`config.mk`:
```
export PLATFORM = sky130hd
export DESIGN_NAME = mux4to1_rr_arbiter
export DESIGN_NICKNAME = d
export VERILOG_FILES = /design/src/rtl/mux_arb_pkg.sv /design/src/rtl/rr_pick.sv /design/src/rtl/mux4to1_rr_arbiter.sv
export SDC_FILE = /design/constraint.sdc
export NUM_CORES = 1
export LEC_CHECK = 0
export CORE_UTILIZATION = 55
export CTS_CLUSTER_SIZE = 16
export DETAILED_ROUTE_END_ITERATION = 16
export DONT_BUFFER_PORTS = 1
export HOLD_SLACK_MARGIN = 0.12
export PLACE_DENSITY_LB_ADDON = 0.3
export SYNTH_ARGS = -nofsm -noshare
export SYNTH_HDL_FRONTEND = slang
export SYNTH_SLANG_ARGS = --single-unit
```
`constraint.sdc`:
```
create_clock -name clk -period 2.7 [get_ports clk]
set_clock_uncertainty 0.2 [all_clocks]
set_input_delay 0.675 -clock clk [delete_from_list [all_inputs] [get_ports clk]]
set_output_delay 0.675 -clock clk [all_outputs]
set_load 0.01 [all_outputs]
```
`src/rtl/mux_arb_pkg.sv`:
```
// Shared types and helpers for the 4:1 mux round-robin arbiter.
package mux_arb_pkg;

  localparam int unsigned NUM_REQ = 4;
  localparam int unsigned SEL_W   = 2;

  typedef enum logic {
    IDLE = 1'b0,
    BUSY = 1'b1
  } state_t;

  // Encode a one-hot (or zero) vector into its index; zero maps to 0.
  function automatic logic [SEL_W-1:0] onehot_to_idx(input logic [NUM_REQ-1:0] oh);
    logic [SEL_W-1:0] idx;
    idx = '0;
    for (int i = 0; i < NUM_REQ; i++) begin
      if (oh[i]) idx = SEL_W'(i);
    end
    return idx;
  endfunction

endpackage

```
`src/rtl/rr_pick.sv`:
```
// Combinational rotating-priority picker: first set bit after start_ptr, wrapping.
module rr_pick
  import mux_arb_pkg::*;
(
  input  logic [NUM_REQ-1:0] req_mask,
  input  logic [SEL_W-1:0]   start_ptr,
  output logic [SEL_W-1:0]   winner,
  output logic               found
);

  logic [SEL_W-1:0] idx;

  always_comb begin
    winner = '0;
    found  = 1'b0;
    idx    = '0;
    for (int i = 1; i <= NUM_REQ; i++) begin
      idx = SEL_W'(start_ptr + SEL_W'(i));
      if (!found && req_mask[idx]) begin
        winner = idx;
        found  = 1'b1;
      end
    end
  end

endmodule

```
`src/rtl/mux4to1_rr_arbiter.sv`:
```
// Round-robin arbiter driving a shared 4:1 single-bit mux with bounded grant tenure.
// Define MUX4_ARB_FIXED_PRIO_EN for fixed priority (requester 0 highest) instead of round-robin.
module mux4to1_rr_arbiter
  import mux_arb_pkg::*;
#(
  parameter int unsigned MAX_HOLD = 4,
  parameter int unsigned HOLD_W   = 4
) (
  input  logic               clk,
  input  logic               rst_n,
  input  logic [NUM_REQ-1:0] req,
  input  logic [NUM_REQ-1:0] d,
  output logic [NUM_REQ-1:0] grant,
  output logic [SEL_W-1:0]   select,
  output logic               valid,
  output logic               q
);

  state_t             state, state_n;
  logic [NUM_REQ-1:0] grant_n;
  logic [SEL_W-1:0]   select_n;
  logic               valid_n;
  logic [HOLD_W-1:0]  hold_cnt, hold_n;
  logic [SEL_W-1:0]   last_ptr, last_n;

  logic [NUM_REQ-1:0] pick_mask;
  logic [SEL_W-1:0]   start_ptr;
  logic [SEL_W-1:0]   winner;
  logic               found;
  logic [SEL_W-1:0]   holder;
  logic               hold_done;

`ifdef MUX4_ARB_FIXED_PRIO_EN
  // Searching from 3 makes requester 0 the first candidate every time.
  assign start_ptr = SEL_W'(3);
`else
  assign start_ptr = last_ptr;
`endif

  // In BUSY only requesters other than the holder compete.
  assign pick_mask = (state == IDLE) ? req : (req & ~grant);
  assign holder    = onehot_to_idx(grant);
  assign hold_done = (hold_cnt == HOLD_W'(MAX_HOLD - 1));

  rr_pick u_rr_pick (
    .req_mask  (pick_mask),
    .start_ptr (start_ptr),
    .winner    (winner),
    .found     (found)
  );

  always_ff @(posedge clk or negedge rst_n) begin
    if (!rst_n) begin
      state    <= IDLE;
      grant    <= '0;
      select   <= '0;
      valid    <= 1'b0;
      hold_cnt <= '0;
      last_ptr <= SEL_W'(3);
    end else begin
      state    <= state_n;
      grant    <= grant_n;
      select   <= select_n;
      valid    <= valid_n;
      hold_cnt <= hold_n;
      last_ptr <= last_n;
    end
  end

  always_comb begin
    state_n  = state;
    grant_n  = grant;
    select_n = select;
    valid_n  = valid;
    hold_n   = hold_cnt;
    last_n   = last_ptr;

    unique case (state)
      IDLE: begin
        if (found) begin
          state_n  = BUSY;
          grant_n  = NUM_REQ'(1) << winner;
          select_n = winner;
          valid_n  = 1'b1;
          hold_n   = '0;
          last_n   = winner;
        end
      end
      BUSY: begin
        if (!req[holder] || hold_done) begin
          if (found) begin
            grant_n  = NUM_REQ'(1) << winner;
            select_n = winner;
            valid_n  = 1'b1;
            hold_n   = '0;
            last_n   = winner;
          end else if (!req[holder]) begin
            // Nobody left: go idle, select keeps its last value.
            state_n = IDLE;
            grant_n = '0;
            valid_n = 1'b0;
            hold_n  = '0;
          end else begin
            hold_n = '0;
          end
        end else begin
          hold_n = hold_cnt + HOLD_W'(1);
        end
      end
      default: begin
        state_n = IDLE;
        grant_n = '0;
        valid_n = 1'b0;
        hold_n  = '0;
      end
    endcase
  end

  // Data bit is gated by the registered grant so q is 0 while idle.
  assign q = valid & d[select];

endmodule

```
* Word level (Yosys, flattened, before mapping)
Cells that the tools add are included.
** Cells by class
- $add $sub $neg :: 4
- Shifts and indexed selects :: 1
- Equality and inequality tests :: 4
- Order comparisons :: 6
- Bitwise logic cells :: 4
- $mul :: 0
- Reduce and logical (&&, ||, !) cells :: 9
- Multiplexer cells :: 48
- Div/mod/pow operators :: 0
** Operators by type and width (number)
- 2-to-1 mux 4 bit :: 7
- 2-to-1 mux 2 bit :: 10
- 2-to-1 mux 1 bit :: 19
- < comparator 2 x 3 -> 1 bit, second input constant :: 6
- one-hot mux 4 bit (2 select lines) :: 2
- binary-select mux 1 bit (select 2 bit) :: 6
- one-hot mux 2 bit (2 select lines) :: 2
- adder 2 bit, second input constant :: 2
- adder 4 x 1 -> 4 bit, second input constant :: 1
- AND 4 bit :: 1
- equality test 4 x 2 -> 1 bit, second input constant :: 1
- zero test 1 bit :: 4
- NOT 4 bit :: 1
- one-hot mux 1 bit (2 select lines) :: 2
- left shift 1 x 2 -> 4 bit, first input constant :: 1
- logical AND 1 bit :: 3
- != test 3 bit, second input constant :: 1
- AND reduction 3 bit :: 1
- adder 2 x 1 -> 2 bit, second input constant :: 1
- != test 2 x 1 -> 1 bit, second input constant :: 1
- != test 2 bit, second input constant :: 1
- AND 1 bit :: 1
- logical OR 1 bit :: 1
- NOT 1 bit :: 1
** Word-level totals
- Logic and storage cells :: 82
- Memories kept :: 0
- Memory bits (writable) :: 0
- Input bits :: 10
- Flip-flop bits (word level) :: 14
- Bits in read-only memories :: 0
- Latch bits :: 0

* Logic depth before layout (Yosys ltp)
Gate-level depths: netlist of run 1.
- Word-level depth :: 19
- Gate-level depth with buffers :: 7
- Depth with buffers taken out :: 6

* By module
A second synthesis of run 1 with hierarchy kept.
** Second synthesis, totals
- Cell total of the unflattened synthesis :: 76
- Area, all modules :: 835.8 sq um
** Modules (own cells, without submodules)
- mux4to1_rr_arbiter :: cells an instance 62, area an instance 744.5 sq um, seq. area each 352.8 sq um, times used 1
- rr_pick :: cells an instance 14, area an instance 91.3 sq um, seq. area each 0.0 sq um, times used 1

* Least setup slack after synthesis of run 1
No wires, ideal clock.
- Kind :: input to output
- From :: input d[3]
- To :: output q
- Arrival time :: 1.298 ns
- Path slack :: 0.527 ns
- Cell stages on the path :: 2
- Cell sequence :: mux4_2 > and2_1
** On the way
- Word-level cells in the longest chain between the ends :: 3
** RTL lines
- from (decl) :: RTL line mux4to1_rr_arbiter.sv:12 : input logic [NUM_REQ-1:0] d,
- binary-select mux 1 bit (select 2 bit) :: RTL line mux4to1_rr_arbiter.sv:120 : assign q = valid & d[select];
- 2-to-1 mux 1 bit (implied by the code) :: RTL line mux4to1_rr_arbiter.sv:120
- AND 1 bit :: RTL line mux4to1_rr_arbiter.sv:120
- to (decl) :: RTL line mux4to1_rr_arbiter.sv:16 : output logic q
Every way passes these cells. The select of a mux whose other input is x is not followed.

* Worst setup path after layout of run 1
- From :: register select[0]
- To :: output q
** On the way
- Word-level cells in the longest chain between the ends :: 3
** RTL lines
- from (decl) :: RTL line mux4to1_rr_arbiter.sv:14 : output logic [SEL_W-1:0] select,
- from (signal assigned) :: RTL line mux4to1_rr_arbiter.sv:63 : select <= select_n;
- binary-select mux 1 bit (select 2 bit) :: RTL line mux4to1_rr_arbiter.sv:120
- 2-to-1 mux 1 bit (implied by the code) :: RTL line mux4to1_rr_arbiter.sv:120
- AND 1 bit :: RTL line mux4to1_rr_arbiter.sv:120
Every way passes these cells. The select of a mux whose other input is x is not followed.

==> reports/qor.yml, run 1 <==
status: "finished clean"
hpwl_mm: 1.35
cp_data_required_time_ps: 1820
ctsLongestPathBuffers: 2
r2r_cells: 5
rsz0062_at_grt: "false"
grt_use_total: 0.226
hp-start: "hold_cnt[1]$_DFFE_PN0P_"
hold_depth: 2
hold_violations: 0
crit_slowest_cell: "mux4_2"
grt_max_degree: 15
grt_pass1_vias: 712
endpoint_kind: "output pin"
clk_pin_slew_ps: 90
clkPwrFrac: 0.141
synth_mux_area_frac: 0.0525
reg2reg_setup_slack_ps: 600
ys_ff_latch: 14
fin_crit_sh: 0.850
path_max_fanout: 3
place_inst: 96
synth_fa_ha_area_frac: 0.0146
p_sw_mw: 0.439
die_area_um2: 1720
fin_cells: 101
slowest_delay_ps: 510
rows: 13
startpoint_type: "flip-flop"
cp_top_family: "multiplexers"
via_per_inst: 6.63
cts_tree: "built"
pin_count: 18
swShare: 0.419
crit_path_start: "select[0]$_DFFE_PN0P_"
routed_wl_mm: 1.75
fmax_mhz: 436
synth-compound-area-share: 0.319
syn_to_final_growth_pct: 5.10
synth_cells: 84
avgSynthCellArea_um2: 10.2
synth.distinct_cells: 39
clockRootBuffer: "clkbuf_4"
synth.top_cell.area_share: 0.350
sequentialPowerShare: 0.421
p_leak_nw: 0.407
globalplace.congestion: 0.774
die_w_um: 41.5
worst-path-buf-inv: 0
slew_headroom: 0.573
drive_gt1_frac: 0.174
clock_sinks: 14
p_per_area_nw_per_um2: 1160
grt_pass1_wl_mm: 2.99
ant_nets: 0
rr_startpoint: "state$_DFF_PN0_"
critPathArrivalTime_ps: 1420
final-max-slew-violation-count: 0
htree_levels: 1
tightest_slew_ps: 638
dr_total_vias: 670
synth_top_family_by_area: "compound AO/OA/AOI/OAI gates"
yosys-top-cells-area: "dfrtp_1 (35%), dfstp_2 (6.1%), a21o_1 (3.5%), o311ai_4 (3.1%), o2bb2ai_1 (3.1%)"
max_cap_violations: 0
synth_xor_area_frac: 0
portBuffers: 0
cts_buffers: 3
syn_nets: 95
fill_cells: 124
nNetsFinal: 98
worst-path-stages: 2
internal-power_mw: 0.609
initial_core_util: 0.621
core_um2: 1380
path_cells: "mux4_2 -> and2_1"
yosysTopAreaCell: "dfrtp_1"
grt-ovfl-total: 0
die_h_um: 41.5
cts_resized: 0
setup_viol: 0
synth_warnings: 0
yosys.area_share.simple: 0.156
criticalPathCategory: "flip-flop to output pin"
finalSetupTns_ps: 0
insertion_delay_ps: 270
ir_drop_uv: 586
drt-initial-drc-count: 13
diodes: 0
syn_area_um2: 858
cts_setup_buffers: 0
detail_route.first_pass.iterations: 4
min_path_type: "flip-flop to flip-flop"
combinationalPowerShare: 0.438
wire_per_inst_um: 17.3
drt_drc_violations_left: 0
antenna_found_initial: 0
finalCriticalPeriod_ps: 2300
ys_seq_area_frac: 0.411
## final timing paths
| path | to |
|---|---|
| worst max-delay path | q |
| worst min register to register | hold_cnt[1]$_DFFE_PN0P_ |
| worst min-delay path | hold_cnt[1]$_DFFE_PN0P_ |
| min in group asynchronous | grant[3]$_DFFE_PN0P_ |
| worst max register to register | grant[3]$_DFFE_PN0P_ |
| max in group asynchronous | grant[0]$_DFFE_PN0P_ |
## power groups by stage
stage | logic [mW] | clock network [mW] | registers [mW]
6_report | 0.459 | 0.148 | 0.441
5_1_grt | 0.520 | 0.160 | 0.456
4_1_cts | 0.464 | 0.151 | 0.441
3_5_place_dp | 0.457 | 0 | 0.445
3_3_place_gp | 0.437 | 0 | 0.438
2_1_floorplan | 0.431 | 0 | 0.395
## what timing repair did
action | in CTS | in global routing
endpoints found under the setup margin | 0 | 0
hold buffers | 1 | 0
hold endpoints to repair | 14 | 0
## registers in the layout, indices dropped and copies added (netlist names)
name      count
grant         4
hold_cnt      4
select        2
state         1
last_ptr      2
valid         1
## cells in the mapped netlist
cell type and instances:
a211o_1 1, a211oi_1 3, a21bo_2 2, a21boi_0 1, a21boi_1 1, a21o_1 4
a21oi_1 1, a221o_1 1, a22o_1 1, a22oi_1 1, a32o_1 1, and2_1 1
buf_2 2, buf_6 1, dfrtp_1 12, dfstp_2 2, ha_1 1, inv_1 5
mux2_2 2, mux4_2 1, nand2_1 6, nand2b_1 3, nand2b_4 1, nand3_1 1
nand3_2 1, nor2_1 5, nor3_1 3, o211ai_1 1, o21a_1 1, o21ai_0 5
o21bai_1 1, o221ai_1 1, o22a_1 1, o22ai_1 3, o2bb2ai_1 3, o311ai_4 1
or2_1 1, or3_1 1, or3b_4 1
## kinds of logic (layout without fill, tap and decap cells)
group | Yosys count | in the layout
compound gates | 34 | 34
simple gates | 24 | 24
flops | 14 | 14
buf+inv | 8 | 10
mux | 3 | 3
fa+ha+maj | 1 | 1
## metal layers
metal  up-vias  global-route usage  wire [µm]
li1        324                   -          -
met3         2              0.0522         70
met1       331               0.309        824
met2        13               0.347        837
met4         0              0.0903         14
met5         -                   0          0
## per-stage QoR
step	util	area, µm²	total power, mW	hold slack [ps]	worst slack [ps]
after floorplan	-	858	0.826	179	527
after global placement	0.619	856	0.875	180	521
after detailed placement	0.619	856	0.901	180	472
after CTS	0.652	902	1.06	349	393
after global routing	0.652	902	1.14	366	342
final	0.652	902	1.05	332	404
## cells in the final DEF, fill, tap and decap left out, types with 2 or more instances in the layout
master     instances
dfrtp_1           12
nand2_1            6
inv_1              5
nor2_1             5
o21ai_0            5
a21o_1             4
nand2b_1           3
a211oi_1           3
o22ai_1            3
nor3_1             3
o2bb2ai_1          3
clkbuf_4           3
mux2_2             2
a21bo_2            2
dfstp_2            2
## area by class of cell
class	instances	area [µm²]	area share
flip-flops and latches	14	353	0.391
repair buffers	1	10.0	0.0111
inverters	5	18.8	0.0208
clock buffers	4	36.3	0.0402
multi-input cells	62	465	0.516
well taps	15	18.8	0.0208
## worst reg2reg max path: stages (launching register included)
cell,delay (ps)
dfrtp_1,510
a21boi_1,380
a21oi_1,150
o211ai_1,390
nor2_1,140
a22o_1,220
Note: power is estimated with default switching activity, not from simulation.
==> run 2: changes to the inputs <==
--- a/config.mk
+++ b/config.mk
@@ -5,7 +5,7 @@
 export SDC_FILE = /design/constraint.sdc
 export NUM_CORES = 1
 export LEC_CHECK = 0
-export CORE_UTILIZATION = 55
+export CORE_UTILIZATION = 60
 export CTS_CLUSTER_SIZE = 16
 export DETAILED_ROUTE_END_ITERATION = 16
 export DONT_BUFFER_PORTS = 1
==> run 2 against run 1 <==
Against the previous run: hold slack worse by 7.1 ps; worst setup slack worse by 9.9 ps; sequential power is 0.9% lower; first-iteration DRC count is 46% higher; combinational power is 2% higher; sequential share of layout area stayed put; power is 1.1% higher; wire length is 1.6% lower; non-clock buffer count stayed put; core utilization is 3.2 points higher.
==> reports/qor.yml, run 2 (same netlist as run 1, synthesis figures left out) <==
reg2reg_setup_slack_ps: 590  # was 600 ps
die_h_um: 39.8  # was 41.5 µm
swShare: 0.425  # was 0.419
dr_total_vias: 659  # was 670
rr_startpoint: "state$_DFF_PN0_"  # unchanged
routed_wl_mm: 1.72  # was 1.75 mm
p_per_area_nw_per_um2: 1170  # was 1160 nW/µm²
portBuffers: 0  # unchanged
wl_met1_um: 876  # was 824 µm
drive_gt1_frac: 0.174  # unchanged
max_cap_violations: 0  # unchanged
final_cell_mix: "dfrtp_1 (12), nand2_1 (6), inv_1 (5), nor2_1 (5), o21ai_0 (5)"  # unchanged
detail_route.first_pass.iterations: 4  # unchanged
slew_headroom: 0.558  # was 0.573
die_area_um2: 1590  # was 1720 µm²
startpoint_type: "flip-flop"  # unchanged
hold_path_end: "hold_cnt[1]$_DFFE_PN0P_"  # unchanged
hp-start: "hold_cnt[1]$_DFFE_PN0P_"  # unchanged
sequentialPowerShare: 0.413  # was 0.421
hold_depth: 2  # unchanged
insertion_delay_ps: 280  # was 270 ps
combinationalPowerShare: 0.440  # was 0.438
drt_drc_violations_left: 0  # unchanged
ir_drop_uv: 630  # was 586 µV
largestRegisters: "grant x4, hold_cnt x4"  # unchanged
finalCriticalPeriod_ps: 2310  # was 2300 ps
wire_per_inst_um: 17.0  # was 17.3 µm
hpwl_mm: 1.24  # was 1.35 mm
r2r_end: "grant[3]$_DFFE_PN0P_"  # unchanged
antenna_found_initial: 0  # unchanged
nNetsFinal: 98  # unchanged
topRoutingLayerUsed: "met4"  # unchanged
finalSetupTns_ps: 0  # unchanged
initial_core_util: 0.651  # was 0.621
ctsLongestPathBuffers: 2  # unchanged
met2_length_um: 750  # was 837 µm
clk_pin_slew_ps: 90  # about the same
endpoint_kind: "output pin"  # unchanged
fin_crit_sh: 0.854  # was 0.850
setup_viol: 0  # unchanged
ant_nets: 0  # unchanged
fill_cells: 110  # was 124
criticalPathCategory: "flip-flop to output pin"  # unchanged
rsz0062_at_grt: "false"  # unchanged
fmax_mhz: 434  # was 436 MHz
grt_pass1_vias: 563  # was 712
postLayoutCellArea_um2: 902  # unchanged
cts_setup_buffers: 0  # unchanged
rows: 13  # unchanged
multi_input_area_um2: 465  # unchanged
grt-ovfl-total: 0  # unchanged
clock_sinks: 14  # unchanged
globalplace.congestion: 0.779  # was 0.774
crit_path_start: "select[0]$_DFFE_PN0P_"  # unchanged
drt-initial-drc-count: 19  # was 13
register_area_um2: 353  # unchanged
clockRootBuffer: "clkbuf_4"  # unchanged
mostFrequentLayoutCell: "dfrtp_1"  # unchanged
via_per_inst: 6.52  # was 6.63
place_area_um2: 856  # unchanged
final_core_util: 0.685  # was 0.652
r2r_cells: 5  # unchanged
clkPwrFrac: 0.148  # was 0.141
power_mw: 1.06  # was 1.05 mW
p_sw_mw: 0.450  # was 0.439 mW
status: "finished clean"  # unchanged
core_um2: 1320  # was 1380 µm²
die_w_um: 39.8  # was 41.5 µm
cts_buffers: 3  # unchanged
htree_levels: 1  # unchanged
diodes: 0  # unchanged
path_max_fanout: 3  # unchanged
tightest_slew_ps: 660  # was 638 ps
place_worst_setup_slack_ps: 478  # was 472 ps
min_path_type: "flip-flop to flip-flop"  # unchanged
grt_max_degree: 15  # unchanged
layout_setup_ws_ps: 394  # was 404 ps
final-max-slew-violation-count: 0  # unchanged
syn_to_final_growth_pct: 5.10  # unchanged
grt_pass1_wl_mm: 2.48  # was 2.99 mm
grt_use_total: 0.246  # was 0.226
cp_data_required_time_ps: 1820  # about the same
cts_tree: "built"  # unchanged
pin_count: 18  # unchanged
wl_met3_um: 63  # was 70 µm
p_leak_nw: 0.407  # unchanged
critPathArrivalTime_ps: 1430  # was 1420 ps
internal-power_mw: 0.609  # about the same
hold_violations: 0  # unchanged
run 2: cell counts in the layout (fill, tap and decap cells not counted):
Identical to the previous run, type by type.
run 2: power by group through the flow:
stage	Combinational (mW)	Clock [mW]	Sequential (mW)
floorplan	0.431	0	0.395
global placement	0.438	0	0.437
detailed placement	0.453	0	0.440
CTS	0.463	0.156	0.436
global route	0.512	0.164	0.453
finish	0.466	0.156	0.437
run 2: through the flow:
stage	hold WS, ps	std cells
global placement	180	96
finish	325	101
global route	363	101
detailed placement	180	96
CTS	329	101
floorplan	179	84
run 2: per-layer routing:
metal / track usage / up-vias
met5: 0 / -
li1: - / 320
met4: 0.103 / 0
met1: 0.338 / 313
met3: 0.0511 / 4
met2: 0.369 / 22
run 2: worst max-delay path by stage:
stage,to,slack (ps),cells past startpoint
2_1_floorplan,q,530,2
6_report,q,390,2
3_5_place_dp,grant[3]$_DFFE_PN0P_,480,5
4_1_cts,q,390,2
3_3_place_gp,q,520,2
5_1_grt,q,320,2
run 2: area by class of cell:
class	count	area share
clock buffer	4	0.0402
inverter	5	0.0208
multi-input combinational	62	0.516
sequential	14	0.391
tap	15	0.0208
timing repair buffer	1	0.0111
run 2: what timing repair did:
| item | 4_1_cts | 5_1_grt |
|---|---|---|
| resized for setup | 0 | 0 |
| hold endpoints to repair | 14 | 0 |
| hold buffers | 1 | 0 |
run 2: worst max-delay path, stage by stage (launching register included):
cell and delay, ps:
dfrtp_1 440, mux4_2 510, and2_1 200
